### config.mk
export PLATFORM = sky130hd
export DESIGN_NAME = memory_arbiter
export DESIGN_NICKNAME = d
export VERILOG_FILES = /design/src/rtl/memory_arbiter.sv
export SDC_FILE = /design/constraint.sdc
export NUM_CORES = 1
export LEC_CHECK = 0
export CELL_PAD_IN_SITES_DETAIL_PLACEMENT = 1
export CELL_PAD_IN_SITES_GLOBAL_PLACEMENT = 1
export CORE_ASPECT_RATIO = 1.4
export CORE_MARGIN = 10
export CORE_UTILIZATION = 29
export CTS_CLUSTER_SIZE = 30
export DETAILED_ROUTE_END_ITERATION = 16
export PLACE_DENSITY_LB_ADDON = 0.1
export SLEW_MARGIN = 20
export SYNTH_ARGS = -nofsm -noshare
export SYNTH_HDL_FRONTEND = slang
export SYNTH_SLANG_ARGS = --single-unit
### constraint.sdc
create_clock -name clock -period 1.8 [get_ports clock]
set_input_delay 0.27 -clock clock [delete_from_list [all_inputs] [get_ports clock]]
set_output_delay 0.27 -clock clock [all_outputs]
set_load 0.02 [all_outputs]
### src/rtl/memory_arbiter.sv
// memory_arbiter
// Shares one single-port backing memory between the instruction fetch port
// and the data (load/store) port. One transaction is in flight at a time.
// Data requests win over fetch; stores win over loads. A fetch whose
// response is made stale by a pipeline redirect (flush) is completed on the
// memory side but its fetchValid strobe is suppressed.
//
// Optional feature: define ARB_STARVE_GUARD_EN to enable the fetch
// starvation guard. Once STARVE_LIMIT data grants have been made while a
// fetch waits, the next arbitration goes to fetch. Without the macro,
// data priority is strict and the guard counter does not exist.
module memory_arbiter #(
  parameter int ADDR_WIDTH   = 32,
  parameter int STARVE_LIMIT = 4
) (
  input  logic                  clock,
  input  logic                  reset,
  // Fetch port
  input  logic                  fetchRequest,
  input  logic [ADDR_WIDTH-1:0] fetchAddress,
  input  logic                  flush,
  output logic [31:0]           fetchData,
  output logic                  fetchValid,
  // Data port
  input  logic                  loadRequest,
  input  logic                  storeValid,
  input  logic [ADDR_WIDTH-1:0] address,
  input  logic [31:0]           storeData,
  input  logic [3:0]            byteEnable,
  output logic [31:0]           loadData,
  output logic                  loadDataValid,
  output logic                  storeComplete,
  // Backing memory
  output logic                  memRequest,
  output logic                  memWrite,
  output logic [ADDR_WIDTH-1:0] memAddress,
  output logic [31:0]           memWriteData,
  output logic [3:0]            memByteEnable,
  input  logic                  memReady,
  input  logic                  memReadValid,
  input  logic [31:0]           memReadData
);

  typedef enum logic [1:0] {
    ST_IDLE      = 2'd0,
    ST_ISSUE     = 2'd1,
    ST_WAIT_READ = 2'd2
  } state_t;

  typedef enum logic {
    OWN_FETCH = 1'b0,
    OWN_DATA  = 1'b1
  } owner_t;

  // Transaction control state
  state_t r_state;
  state_t w_state_next;
  owner_t r_owner;
  owner_t w_owner_next;
  logic   r_kill;
  logic   w_kill_next;

  // Registered outputs and their next values
  logic                  r_mem_request;
  logic                  w_mem_request_next;
  logic                  r_mem_write;
  logic                  w_mem_write_next;
  logic [ADDR_WIDTH-1:0] r_mem_address;
  logic [ADDR_WIDTH-1:0] w_mem_address_next;
  logic [31:0]           r_mem_wdata;
  logic [31:0]           w_mem_wdata_next;
  logic [3:0]            r_mem_be;
  logic [3:0]            w_mem_be_next;
  logic [31:0]           r_fetch_data;
  logic [31:0]           w_fetch_data_next;
  logic                  r_fetch_valid;
  logic                  w_fetch_valid_next;
  logic [31:0]           r_load_data;
  logic [31:0]           w_load_data_next;
  logic                  r_load_valid;
  logic                  w_load_valid_next;
  logic                  r_store_complete;
  logic                  w_store_complete_next;

  // Arbitration
  logic w_data_req;
  logic w_starved;
  logic w_grant_fetch;
  logic w_grant_data;
  logic w_fetch_owned;

`ifdef ARB_STARVE_GUARD_EN
  localparam int CNT_W = $clog2(STARVE_LIMIT + 1);
  logic [CNT_W-1:0] r_starve_cnt;

  // Fetch is owed the next grant once the guard counter reaches its limit.
  assign w_starved = (r_starve_cnt == CNT_W'(STARVE_LIMIT));
`else
  assign w_starved = 1'b0;
`endif

  assign w_data_req    = storeValid | loadRequest;
  assign w_grant_fetch = fetchRequest & (~w_data_req | w_starved);
  assign w_grant_data  = w_data_req & ~w_grant_fetch;
  assign w_fetch_owned = (r_owner == OWN_FETCH);

`ifdef ARB_STARVE_GUARD_EN
  // Count data grants made while fetch waits; clear on fetch grant or when fetch is idle; saturate.
  always_ff @(posedge clock) begin
    if (reset) begin
      r_starve_cnt <= '0;
    end else if (!fetchRequest) begin
      r_starve_cnt <= '0;
    end else if ((r_state == ST_IDLE) && w_grant_fetch) begin
      r_starve_cnt <= '0;
    end else if ((r_state == ST_IDLE) && w_grant_data && !w_starved) begin
      r_starve_cnt <= r_starve_cnt + CNT_W'(1);
    end else begin
      r_starve_cnt <= r_starve_cnt;
    end
  end
`endif

  // Next-state logic: arbitration in IDLE, bus handshake in ISSUE, response capture in WAIT_READ.
  always_comb begin
    w_state_next          = r_state;
    w_owner_next          = r_owner;
    w_kill_next           = r_kill;
    w_mem_request_next    = r_mem_request;
    w_mem_write_next      = r_mem_write;
    w_mem_address_next    = r_mem_address;
    w_mem_wdata_next      = r_mem_wdata;
    w_mem_be_next         = r_mem_be;
    w_fetch_data_next     = r_fetch_data;
    w_fetch_valid_next    = 1'b0;
    w_load_data_next      = r_load_data;
    w_load_valid_next     = 1'b0;
    w_store_complete_next = 1'b0;

    case (r_state)
      ST_IDLE: begin
        // A flush here has nothing to kill; the kill bit is always clear in IDLE.
        w_kill_next = 1'b0;
        if (w_grant_data) begin
          w_owner_next       = OWN_DATA;
          w_mem_write_next   = storeValid;
          w_mem_address_next = address;
          w_mem_wdata_next   = storeValid ? storeData : 32'h0000_0000;
          w_mem_be_next      = storeValid ? byteEnable : 4'b1111;
          w_mem_request_next = 1'b1;
          w_state_next       = ST_ISSUE;
        end else if (w_grant_fetch) begin
          w_owner_next       = OWN_FETCH;
          w_mem_write_next   = 1'b0;
          w_mem_address_next = fetchAddress;
          w_mem_wdata_next   = 32'h0000_0000;
          w_mem_be_next      = 4'b1111;
          w_mem_request_next = 1'b1;
          w_state_next       = ST_ISSUE;
        end else begin
          w_state_next       = ST_IDLE;
        end
      end

      ST_ISSUE: begin
        if (flush && w_fetch_owned) begin
          w_kill_next = 1'b1;
        end else begin
          w_kill_next = r_kill;
        end
        if (memReady) begin
          w_mem_request_next = 1'b0;
          if (r_mem_write) begin
            w_store_complete_next = 1'b1;
            w_kill_next           = 1'b0;
            w_state_next          = ST_IDLE;
          end else begin
            w_state_next = ST_WAIT_READ;
          end
        end else begin
          w_state_next = ST_ISSUE;
        end
      end

      ST_WAIT_READ: begin
        if (memReadValid) begin
          w_state_next = ST_IDLE;
          w_kill_next  = 1'b0;
          if (!w_fetch_owned) begin
            w_load_data_next  = memReadData;
            w_load_valid_next = 1'b1;
          end else if (!(r_kill || flush)) begin
            // A flush in the same cycle as the data still kills it.
            w_fetch_data_next  = memReadData;
            w_fetch_valid_next = 1'b1;
          end else begin
            w_fetch_valid_next = 1'b0;
          end
        end else begin
          w_state_next = ST_WAIT_READ;
          if (flush && w_fetch_owned) begin
            w_kill_next = 1'b1;
          end else begin
            w_kill_next = r_kill;
          end
        end
      end

      default: begin
        w_state_next       = ST_IDLE;
        w_kill_next        = 1'b0;
        w_mem_request_next = 1'b0;
      end
    endcase
  end

  // Transaction state register: FSM state, owner and kill bit.
  always_ff @(posedge clock) begin
    if (reset) begin
      r_state <= ST_IDLE;
      r_owner <= OWN_FETCH;
      r_kill  <= 1'b0;
    end else begin
      r_state <= w_state_next;
      r_owner <= w_owner_next;
      r_kill  <= w_kill_next;
    end
  end

  // Output registers: latched bus fields, response data and one-cycle strobes.
  always_ff @(posedge clock) begin
    if (reset) begin
      r_mem_request    <= 1'b0;
      r_mem_write      <= 1'b0;
      r_mem_address    <= '0;
      r_mem_wdata      <= 32'h0000_0000;
      r_mem_be         <= 4'b0000;
      r_fetch_data     <= 32'h0000_0000;
      r_fetch_valid    <= 1'b0;
      r_load_data      <= 32'h0000_0000;
      r_load_valid     <= 1'b0;
      r_store_complete <= 1'b0;
    end else begin
      r_mem_request    <= w_mem_request_next;
      r_mem_write      <= w_mem_write_next;
      r_mem_address    <= w_mem_address_next;
      r_mem_wdata      <= w_mem_wdata_next;
      r_mem_be         <= w_mem_be_next;
      r_fetch_data     <= w_fetch_data_next;
      r_fetch_valid    <= w_fetch_valid_next;
      r_load_data      <= w_load_data_next;
      r_load_valid     <= w_load_valid_next;
      r_store_complete <= w_store_complete_next;
    end
  end

  assign memRequest    = r_mem_request;
  assign memWrite      = r_mem_write;
  assign memAddress    = r_mem_address;
  assign memWriteData  = r_mem_wdata;
  assign memByteEnable = r_mem_be;
  assign fetchData     = r_fetch_data;
  assign fetchValid    = r_fetch_valid;
  assign loadData      = r_load_data;
  assign loadDataValid = r_load_valid;
  assign storeComplete = r_store_complete;

endmodule

==> results.txt, run 1 <==
Post_cts resized: 0
Primary FF master, synth: dfxtp_1
# nets final: 1067
Hold_buf cts: 0
Origin of the critical flop-to-flop path: r_state[0]$_SDFF_PP0_
Hold Worst Slack: 0.2556 ns
Initial core utilization: 29.33%
Leakage Power: 3.313 nW
Die area: 26130 sq um
Clock transition at the registers of the reported paths: 0.06 ns
Fin. Hold Viols: 0
DPL Wire Length: 17.15 mm
Initial antenna violation count: 0
RSZ-0062 raised after global routing: false
Final WL: 22.63 mm
Synth top area share: 48.68%
Htree depth: 4
Number of cells on the critical path: 1
CTS buffer count: 17
Routed vias: 5696
Fmax: 596.0 MHz
Worst Path Buf+Inv: 1
Status: finished clean
Syn-to-layout area delta: 63.90%
Slowest stage delay, CP: 0.65 ns
DR vias/cell: 4.799
CTS root buf: clkbuf_16
Post-CTS Repair Setup Buffers: 0
Fin crit share: 93.21%
Minimum clock period: 1.678 ns
Most frequent cell after synthesis: dfxtp_1
Count of cell types in the netlist: 31
Power density over cell area: 959.5 nW/um^2
Final RePlAce weighted congestion: 0.7892
Share of cells above drive strength 1: 8.235%
Drt drc: 0
GRT met3 Usage: 6.453%
Layer with the highest usage: met2
N_diodes: 0
M1 GR Usage: 16.67%
Number of cell rows: 61
Drt wl/cell: 19.06 um
Routed Antenna Nets: 0
Post-synthesis sequential area ratio: 48.68%
Pin count of the biggest net entering global routing: 93
Post-synth top cells: dfxtp_1, nand2_1, a21oi_1
All-Layer GR Usage: 16.53%
CP Max Fanout: 2
Type of the worst setup path: reg2out
Clock Latency Late Sink: 0.41 ns
Crit path to: memAddress[20]
Final setup fails: 0
Top cells by area, synth: dfxtp_1, nand2_1, nand2b_1
Yosys warns: 0
Peak VDD IR: 559.5 uV
First-pass GRT wire length: 35.00 mm
Utilization after layout: 48.07%
Worst Max-Slew Pin Slew: 0.3922 ns
Crit start category: flip-flop
Worst hold path type: in2reg
Largest area contributor in the netlist: dfxtp_1
Slew Viols, Final: 0
RR Endpoint: memAddress[6]$_SDFFE_PP0P_
Grt total ovfl: 0
Reg2Reg Depth: 6
Post-DP Area: 8825 sq um
First-pass iteration count of the detailed router: 4
Max-cap violations: 0
Mean area per synthesized cell: 8.719 sq um
Fill cells: 2243
Relative slew slack: 73.85%
Core area: 19770 sq um
Slowest stage cell, crit path: clkdlybuf4s50_1
Final Instance Area: 9503 sq um
Die width: 139.5 um
Final Skew: 0.008721 ns
R2R Setup Slk: 0.15 ns
Fraction of registers with async set/reset: 0%
Netlist Area Pre-Place: 5798 sq um
Vias in the first global route: 6261
Setup TNS: 0 ns
Port bufs: 276
TritonCTS clock tree: done
Worst path top cell family by delay: buffers and inverters
Starting DRC count in detailed routing: 217
Max clock buf depth: 2
Register bit total from synthesis: 141
Post-synth EDFFs: 0
Die height: 187.3 um
CTS Sinks: 141
Crit. Startpoint: memAddress[20]$_SDFFE_PP0P_
Worst setup EP type: primary output
Met2 Use GR: 30.55%
Power, Total: 9.118 mW
Min-Delay Startpoint: reset
Syn Nets: 809
CP required: 1.53 ns
WP data arrival: 1.41 ns
# IOs: 277
Synth Instances: 665
Worst path cell trace: clkdlybuf4s50_1
## cells in the final DEF (no fill, tap or decap), drive strengths merged
cell type	instances
a211oi	1
a21oi	67
a2bb2oi	1
a311oi	32
a31oi	1
and3	1
buf	23
bufinv	6
clkbuf	19
clkdlybuf4s50	273
clkinv	3
dfxtp	141
dlymetal6s2s	1
ha	4
inv	7
mux2i	32
nand2	135
nand2b	65
nand3	33
nor2	42
nor2b	1
nor3	6
nor3b	2
nor4	1
nor4b	1
o21ai	33
o22a	1
o31a	1
o31ai	1
or3	1
## cells by family after synthesis
| kind of cell | Yosys count | synth area share [%] |
|---|---|---|
| multiplexers | 32 | 5.524 |
| AND/OR/NAND/NOR | 288 | 22.94 |
| flip-flops | 141 | 48.68 |
| buffers and inverters | 62 | 5.308 |
| AO/OA/AOI/OAI | 138 | 16.68 |
| adder cells (fa/ha/maj) | 4 | 0.8632 |
## worst min-delay path by stage
stage,endpoint,slack (ns),cells past startpoint
floorplan,loadData[0]$_SDFFE_PP0P_,0.41,2
detailed placement,memWriteData[2]$_SDFFE_PP0P_,0.44,2
global route,loadData[16]$_SDFFE_PP0P_,0.27,2
CTS,loadData[16]$_SDFFE_PP0P_,0.23,2
finish,loadData[16]$_SDFFE_PP0P_,0.26,2
global placement,memWriteData[11]$_SDFFE_PP0P_,0.44,2
## power breakdown
part	internal [mW]	leakage (nW)	switching, mW	total, mW
clock	2.65	0.329	1.38	4.03
sequential	3.30	1.15	0.103	3.40
combinational	0.830	1.83	0.857	1.69
total	6.78	3.31	2.34	9.12
## flip-flops by register name, summed over array words and instances, names as in the netlist
name and cells:
memWriteData 32, r_kill 1, memAddress 32, loadDataValid 1, fetchData 32, memWrite 1, storeComplete 1, fetchValid 1
r_state 2, memByteEnable 4, r_owner 1, memRequest 1, loadData 32
## metrics by stage
step,cells,setup slack [ns]
2_1_floorplan,665,0.3443
3_3_place_gp,1156,0.08561
3_5_place_dp,1156,0.01989
4_1_cts,1187,0.01168
5_1_grt,1187,0.01059
6_report,1187,0.1222
## metal layers
metal	wire (um)	vias up
li1	-	2764
met1	8675	2744
met2	11990	170
met3	1670	18
met4	290	0
met5	0	-
## layout make-up
class / count / area, sq um / share of cell area, %
multi-input combinational: 462 / 2671 / 28.11
sequential: 141 / 2823 / 29.70
clock inverter: 12 / 232.7 / 2.449
inverter: 4 / 15.01 / 0.1580
timing repair buffer: 297 / 3003 / 31.60
tap: 252 / 315.3 / 3.318
clock buffer: 19 / 442.9 / 4.661
Power figures use the tool's default switching activity.
==> run 2, diff against run 1 <==
--- a/config.mk
+++ b/config.mk
@@ -13,7 +13,9 @@
 export CTS_CLUSTER_SIZE = 30
 export DETAILED_ROUTE_END_ITERATION = 16
 export PLACE_DENSITY_LB_ADDON = 0.1
+export SETUP_SLACK_MARGIN = 0.02
 export SLEW_MARGIN = 20
 export SYNTH_ARGS = -nofsm -noshare
 export SYNTH_HDL_FRONTEND = slang
 export SYNTH_SLANG_ARGS = --single-unit
+export TNS_END_PERCENT = 50
==> results.txt, run 2 (same netlist as run 1, synthesis figures left out) <==
Worst hold path type: in2reg
Minimum clock period: 1.677 ns (-0.0008490 ns)
Power density over cell area: 960.0 nW/um^2 (about the same)
Core area: 19770 sq um (unchanged)
Post-DP Area: 8825 sq um (unchanged)
Worst setup EP type: primary output
Peak VDD IR: 558.4 uV (-0.21%)
Leakage Power: 3.310 nW (about the same)
Post_cts resized: 1 (+1)
Number of cells on the critical path: 1 (unchanged)
First-pass GRT wire length: 35.00 mm (unchanged)
Pin count of the biggest net entering global routing: 93 (unchanged)
Die height: 187.3 um (unchanged)
Setup TNS: 0 ns (unchanged)
Clock Latency Late Sink: 0.41 ns (about the same)
Vias in the first global route: 6261 (unchanged)
CP required: 1.53 ns (about the same)
Port bufs: 276 (unchanged)
Final RePlAce weighted congestion: 0.7892 (unchanged)
Initial core utilization: 29.33% (unchanged)
All-Layer GR Usage: 16.53% (unchanged)
Hold Crit Depth: 2 (unchanged)
Final setup fails: 0 (unchanged)
Origin of the critical flop-to-flop path: r_state[0]$_SDFF_PP0_
Slowest stage cell, crit path: clkdlybuf4s50_1
DR vias/cell: 4.813 (+0.30%)
Routed Antenna Nets: 0 (unchanged)
Worst Max-Slew Pin Slew: 0.3974 ns (+0.005226 ns)
Hold Worst Slack: 0.2512 ns (-0.004417 ns)
Starting DRC count in detailed routing: 210 (-3.2%)
Post-CTS Repair Setup Buffers: 0 (unchanged)
Die width: 139.5 um (unchanged)
Clock transition at the registers of the reported paths: 0.06 ns (about the same)
Relative slew slack: 73.51% (-0.35 points)
WP data arrival: 1.41 ns (about the same)
Worst path top cell family by delay: buffers and inverters
Most frequent cells in the layout: clkdlybuf4s50_1, dfxtp_1, nand2_1
N_diodes: 0 (unchanged)
Routed vias: 5713 (+0.30%)
First-pass iteration count of the detailed router: 4 (unchanged)
Fmax: 596.3 MHz (about the same)
Share of cells above drive strength 1: 8.235% (unchanged)
Status: finished clean
Final Instance Area: 9507 sq um (about the same)
Crit start category: flip-flop
Initial antenna violation count: 0 (unchanged)
Worst Path Buf+Inv: 1 (unchanged)
Worst path cell trace: clkdlybuf4s50_1
Htree depth: 4 (unchanged)
Slowest stage delay, CP: 0.65 ns (about the same)
R2R Setup Slk: 0.19 ns (+0.04 ns)
Max-cap violations: 0 (unchanged)
Slew Viols, Final: 0 (unchanged)
Type of the worst setup path: reg2out
RSZ-0062 raised after global routing: false
Worst Hold Endpoint: loadData[16]$_SDFFE_PP0P_
CTS root buf: clkbuf_16
# IOs: 277 (unchanged)
Number of cell rows: 61 (unchanged)
CTS buffer count: 17 (unchanged)
Die area: 26130 sq um (unchanged)
Max clock buf depth: 2 (unchanged)
Fin. Hold Viols: 0 (unchanged)
Hold_buf cts: 0 (unchanged)
Flip-flop and latch area: 2823 sq um (unchanged)
DPL Wire Length: 17.15 mm (unchanged)
CP Max Fanout: 2 (unchanged)
Final Skew: 0.009403 ns (+0.0006812 ns)
Drt drc: 0 (unchanged)
Multi-input gate area: 2679 sq um (+0.28%)
CTS Sinks: 141 (unchanged)
Commonest non-fill, non-tap cell in the layout: clkdlybuf4s50_1
Final WL: 22.63 mm (about the same)
# nets final: 1067 (unchanged)
RR Endpoint: memAddress[6]$_SDFFE_PP0P_
TritonCTS clock tree: done
Drt wl/cell: 19.07 um (about the same)
Fill cells: 2244 (+0.045%)
Min-Delay Startpoint: reset
Grt total ovfl: 0 (unchanged)
Reg2Reg Depth: 6 (unchanged)
Fin crit share: 93.17% (about the same)
Syn-to-layout area delta: 63.96% (about the same)
-- run 2: cell count changes in the layout (fill, tap and decap cells not counted), sizes merged --
cell | before | now
dlymetal6s2s | 1 | 0
dlygate4sd2 | 0 | 1
-- run 2: area by class of cell --
class	count	share of cell area, %
Multi-Input combinational cell	462	28.18
Sequential cell	141	29.69
Clock buffer	19	4.659
Timing Repair Buffer	297	31.55
Clock inverter	12	2.448
Inverter	4	0.1579
Tap cell	252	3.317
-- run 2: metrics by stage --
step / setup slack (ns) / power [mW] / util (%) / instances
4_1_cts: 0.08381 / 9.260 / 48.05 / 1187
2_1_floorplan: 0.3443 / 4.276 / - / 665
3_5_place_dp: 0.01989 / 5.174 / 44.64 / 1156
3_3_place_gp: 0.08561 / 5.125 / 44.64 / 1156
5_1_grt: 0.03125 / 9.530 / 48.09 / 1187
6_report: 0.1230 / 9.126 / 48.09 / 1187
-- run 2: metal layers --
metal | up-vias | global-route usage [%] | share of wire [%]
met5 | - | 0 | 0
met4 | 0 | 4.586 | 1.3
met3 | 22 | 6.453 | 7.5
met2 | 172 | 30.55 | 53
met1 | 2754 | 16.67 | 38
li1 | 2765 | - | -
-- run 2: worst max path at each step --
| stage | slack, ns | start | end |
|---|---|---|---|
| floorplan | 0.34 | r_state[0]$_SDFF_PP0_ | fetchData[10]$_SDFFE_PP0P_ |
| global placement | 0.09 | loadRequest | memAddress[25]$_SDFFE_PP0P_ |
| detailed placement | 0.02 | loadRequest | memAddress[6]$_SDFFE_PP0P_ |
| CTS | 0.08 | loadData[3]$_SDFFE_PP0P_ | loadData[3] |
| global route | 0.03 | r_state[0]$_SDFF_PP0_ | fetchData[2]$_SDFFE_PP0P_ |
| finish | 0.12 | memAddress[20]$_SDFFE_PP0P_ | memAddress[20] |
-- run 2: power breakdown --
group	switching, mW	internal [mW]	leakage (nW)
Clock	1.38	2.65	0.329
Sequential	0.103	3.30	1.15
Combinational	0.858	0.832	1.83
Total	2.34	6.78	3.31
==> run 3, diff against run 2 <==
--- a/config.mk
+++ b/config.mk
@@ -9,9 +9,10 @@
 export CELL_PAD_IN_SITES_GLOBAL_PLACEMENT = 1
 export CORE_ASPECT_RATIO = 1.4
 export CORE_MARGIN = 10
-export CORE_UTILIZATION = 29
+export CORE_UTILIZATION = 44
 export CTS_CLUSTER_SIZE = 30
 export DETAILED_ROUTE_END_ITERATION = 16
+export DONT_BUFFER_PORTS = 1
 export PLACE_DENSITY_LB_ADDON = 0.1
 export SETUP_SLACK_MARGIN = 0.02
 export SLEW_MARGIN = 20
==> results.txt, run 3 (same netlist as run 1, synthesis figures left out) <==
Slowest stage cell, crit path: dlygate4sd3_1
Core area: 12870 sq um (-35%)
Grt total ovfl: 0 (unchanged)
RSZ-0062 raised after global routing: false
Slowest stage delay, CP: 0.56 ns (-0.09 ns)
Post-route setup slack: 0.1478 ns (+0.02475 ns)
All-Layer GR Usage: 19.41% (+2.9 points)
N_diodes: 0 (unchanged)
Most frequent cells in the layout: dfxtp_1, nand2_1, a21oi_1
Leakage Power: 2.222 nW (-33%)
CP Max Fanout: 5 (+3)
Initial core utilization: 45.03% (+16 points)
TritonCTS clock tree: done
Final WL: 18.37 mm (-19%)
Final setup fails: 0 (unchanged)
CP required: 2.15 ns (+0.62 ns)
Post-Place Setup Slack: 0.1978 ns (+0.1779 ns)
Power, Total: 7.872 mW (-14%)
Number of cell rows: 49 (-20%)
Peak VDD IR: 536.2 uV (-4.0%)
Crit start category: flip-flop
Worst Path Buf+Inv: 3 (+2)
Fin crit share: 91.79% (-1.4 points)
Initial antenna violation count: 2 (+2)
Worst path cell trace: inv_1, ha_2, inv_1, o22a_1, nor3_1, dlygate4sd3_1
Worst setup EP type: flip-flop
Fmax: 605.2 MHz (+1.5%)
Relative slew slack: 68.66% (-4.8 points)
Failing checks: negative hold slack
Drt wl/cell: 22.59 um (+18%)
WP data arrival: 2.00 ns (+0.59 ns)
Status: complete, but fails checks
Setup TNS: 0 ns (unchanged)
Die width: 117.0 um (-16%)
Fin. Hold Viols: 63 (+63)
First-pass iteration count of the detailed router: 4 (unchanged)
Port bufs: 0 (-100%)
Hold Worst Slack: -0.06384 ns (-0.3150 ns)
Routed vias: 4653 (-19%)
CTS root buf: clkbuf_16
Max clock buf depth: 2 (unchanged)
DR vias/cell: 5.723 (+19%)
Die area: 18230 sq um (-30%)
Placed insts: 768 (-34%)
DPL Wire Length: 13.17 mm (-23%)
Worst path top cell family by delay: buffers and inverters
Minimum clock period: 1.652 ns (-0.02475 ns)
Hold_buf cts: 14 (+14)
Worst Max-Slew Pin Slew: 0.4702 ns (+0.07274 ns)
Commonest non-fill, non-tap cell in the layout: dfxtp_1
Non-Filler Instances: 813 (-32%)
Clock transition at the registers of the reported paths: 0.06 ns (about the same)
CTS buffer count: 17 (unchanged)
Clock Latency Late Sink: 0.41 ns (about the same)
Post-CTS Repair Setup Buffers: 0 (unchanged)
Drt drc: 0 (unchanged)
Worst hold path type: in2reg
Htree depth: 4 (unchanged)
Die height: 155.8 um (-17%)
Syn-to-layout area delta: 13.16%
# nets final: 792 (-26%)
Pin count of the biggest net entering global routing: 174 (+87%)
Final Skew: 0.006494 ns (-0.002908 ns)
Cell repeated most along the worst path: inv_1
Power density over cell area: 1200 nW/um^2 (+25%)
Slew Viols, Final: 0 (unchanged)
Vias in the first global route: 4933 (-21%)
CTS Sinks: 141 (unchanged)
Final RePlAce weighted congestion: 0.7731 (-2.0%)
Starting DRC count in detailed routing: 273 (+30%)
First-pass GRT wire length: 27.55 mm (-21%)
Routed Antenna Nets: 0 (unchanged)
Max-cap violations: 0 (unchanged)
# IOs: 277 (unchanged)
Share of cells above drive strength 1: 9.545% (+1.3 points)
Type of the worst setup path: reg2reg
-- run 3: changes by cell type in the layout (fill, tap and decap cells not counted), moves of 2 or more --
cell	before	now
buf_12	7	5
clkinvlp_4	0	3
bufinv_16	6	3
dlygate4sd3_1	0	14
clkinv_2	0	2
buf_4	15	3
clkdlybuf4s50_1	273	0
-- run 3: metal layers --
metal | GRT usage [%] | routed length [um]
met5 | 0 | 11
met4 | 7.851 | 555
met3 | 11.59 | 2388
met2 | 33.28 | 9321
met1 | 18.25 | 6092
-- run 3: what timing repair did --
action                                  in CTS  in global routing
endpoints found under the setup margin       0                  1
hold endpoints to repair                   121                107
resized for setup                            0                  1
-- run 3: final cells by class --
class / instances / area, sq um
Clock buffer: 18 / 429.2
Clock inverter: 13 / 166.4
Fill cell: 1496 / 6314
Inverter: 4 / 15.01
Multi-Input combinational cell: 462 / 2674
Sequential cell: 141 / 2823
Tap cell: 153 / 191.4
Timing Repair Buffer: 22 / 262.8
-- run 3: power breakdown --
| part | switching (mW) | internal [mW] | total, mW |
|---|---|---|---|
| registers | 0.363 | 3.30 | 3.66 |
| logic | 0.365 | 0.290 | 0.655 |
| clock network | 1.37 | 2.18 | 3.55 |
-- run 3: through the flow --
step / hold slack (ns) / instance area [sq um] / utilization, %
6_report: -0.06384 / 6561 / 50.96
2_1_floorplan: 0.4060 / 5798 / -
3_5_place_dp: 0.3597 / 5823 / 45.23
5_1_grt: -0.08185 / 6561 / 50.96
4_1_cts: -0.08302 / 6559 / 50.94
3_3_place_gp: 0.3569 / 5823 / 45.23
-- run 3: path summary, 6_finish.rpt --
check / slack, ns / from / cells past startpoint / to
min reg2reg: 0.55 / r_owner$_SDFFE_PP0P_ / 2 / r_owner$_SDFFE_PP0P_
min: -0.06 / reset / 1 / loadData[18]$_SDFFE_PP0P_
max reg2reg: 0.15 / r_state[0]$_SDFF_PP0_ / 6 / r_state[1]$_SDFF_PP0_
max: 0.15 / r_state[0]$_SDFF_PP0_ / 6 / r_state[1]$_SDFF_PP0_
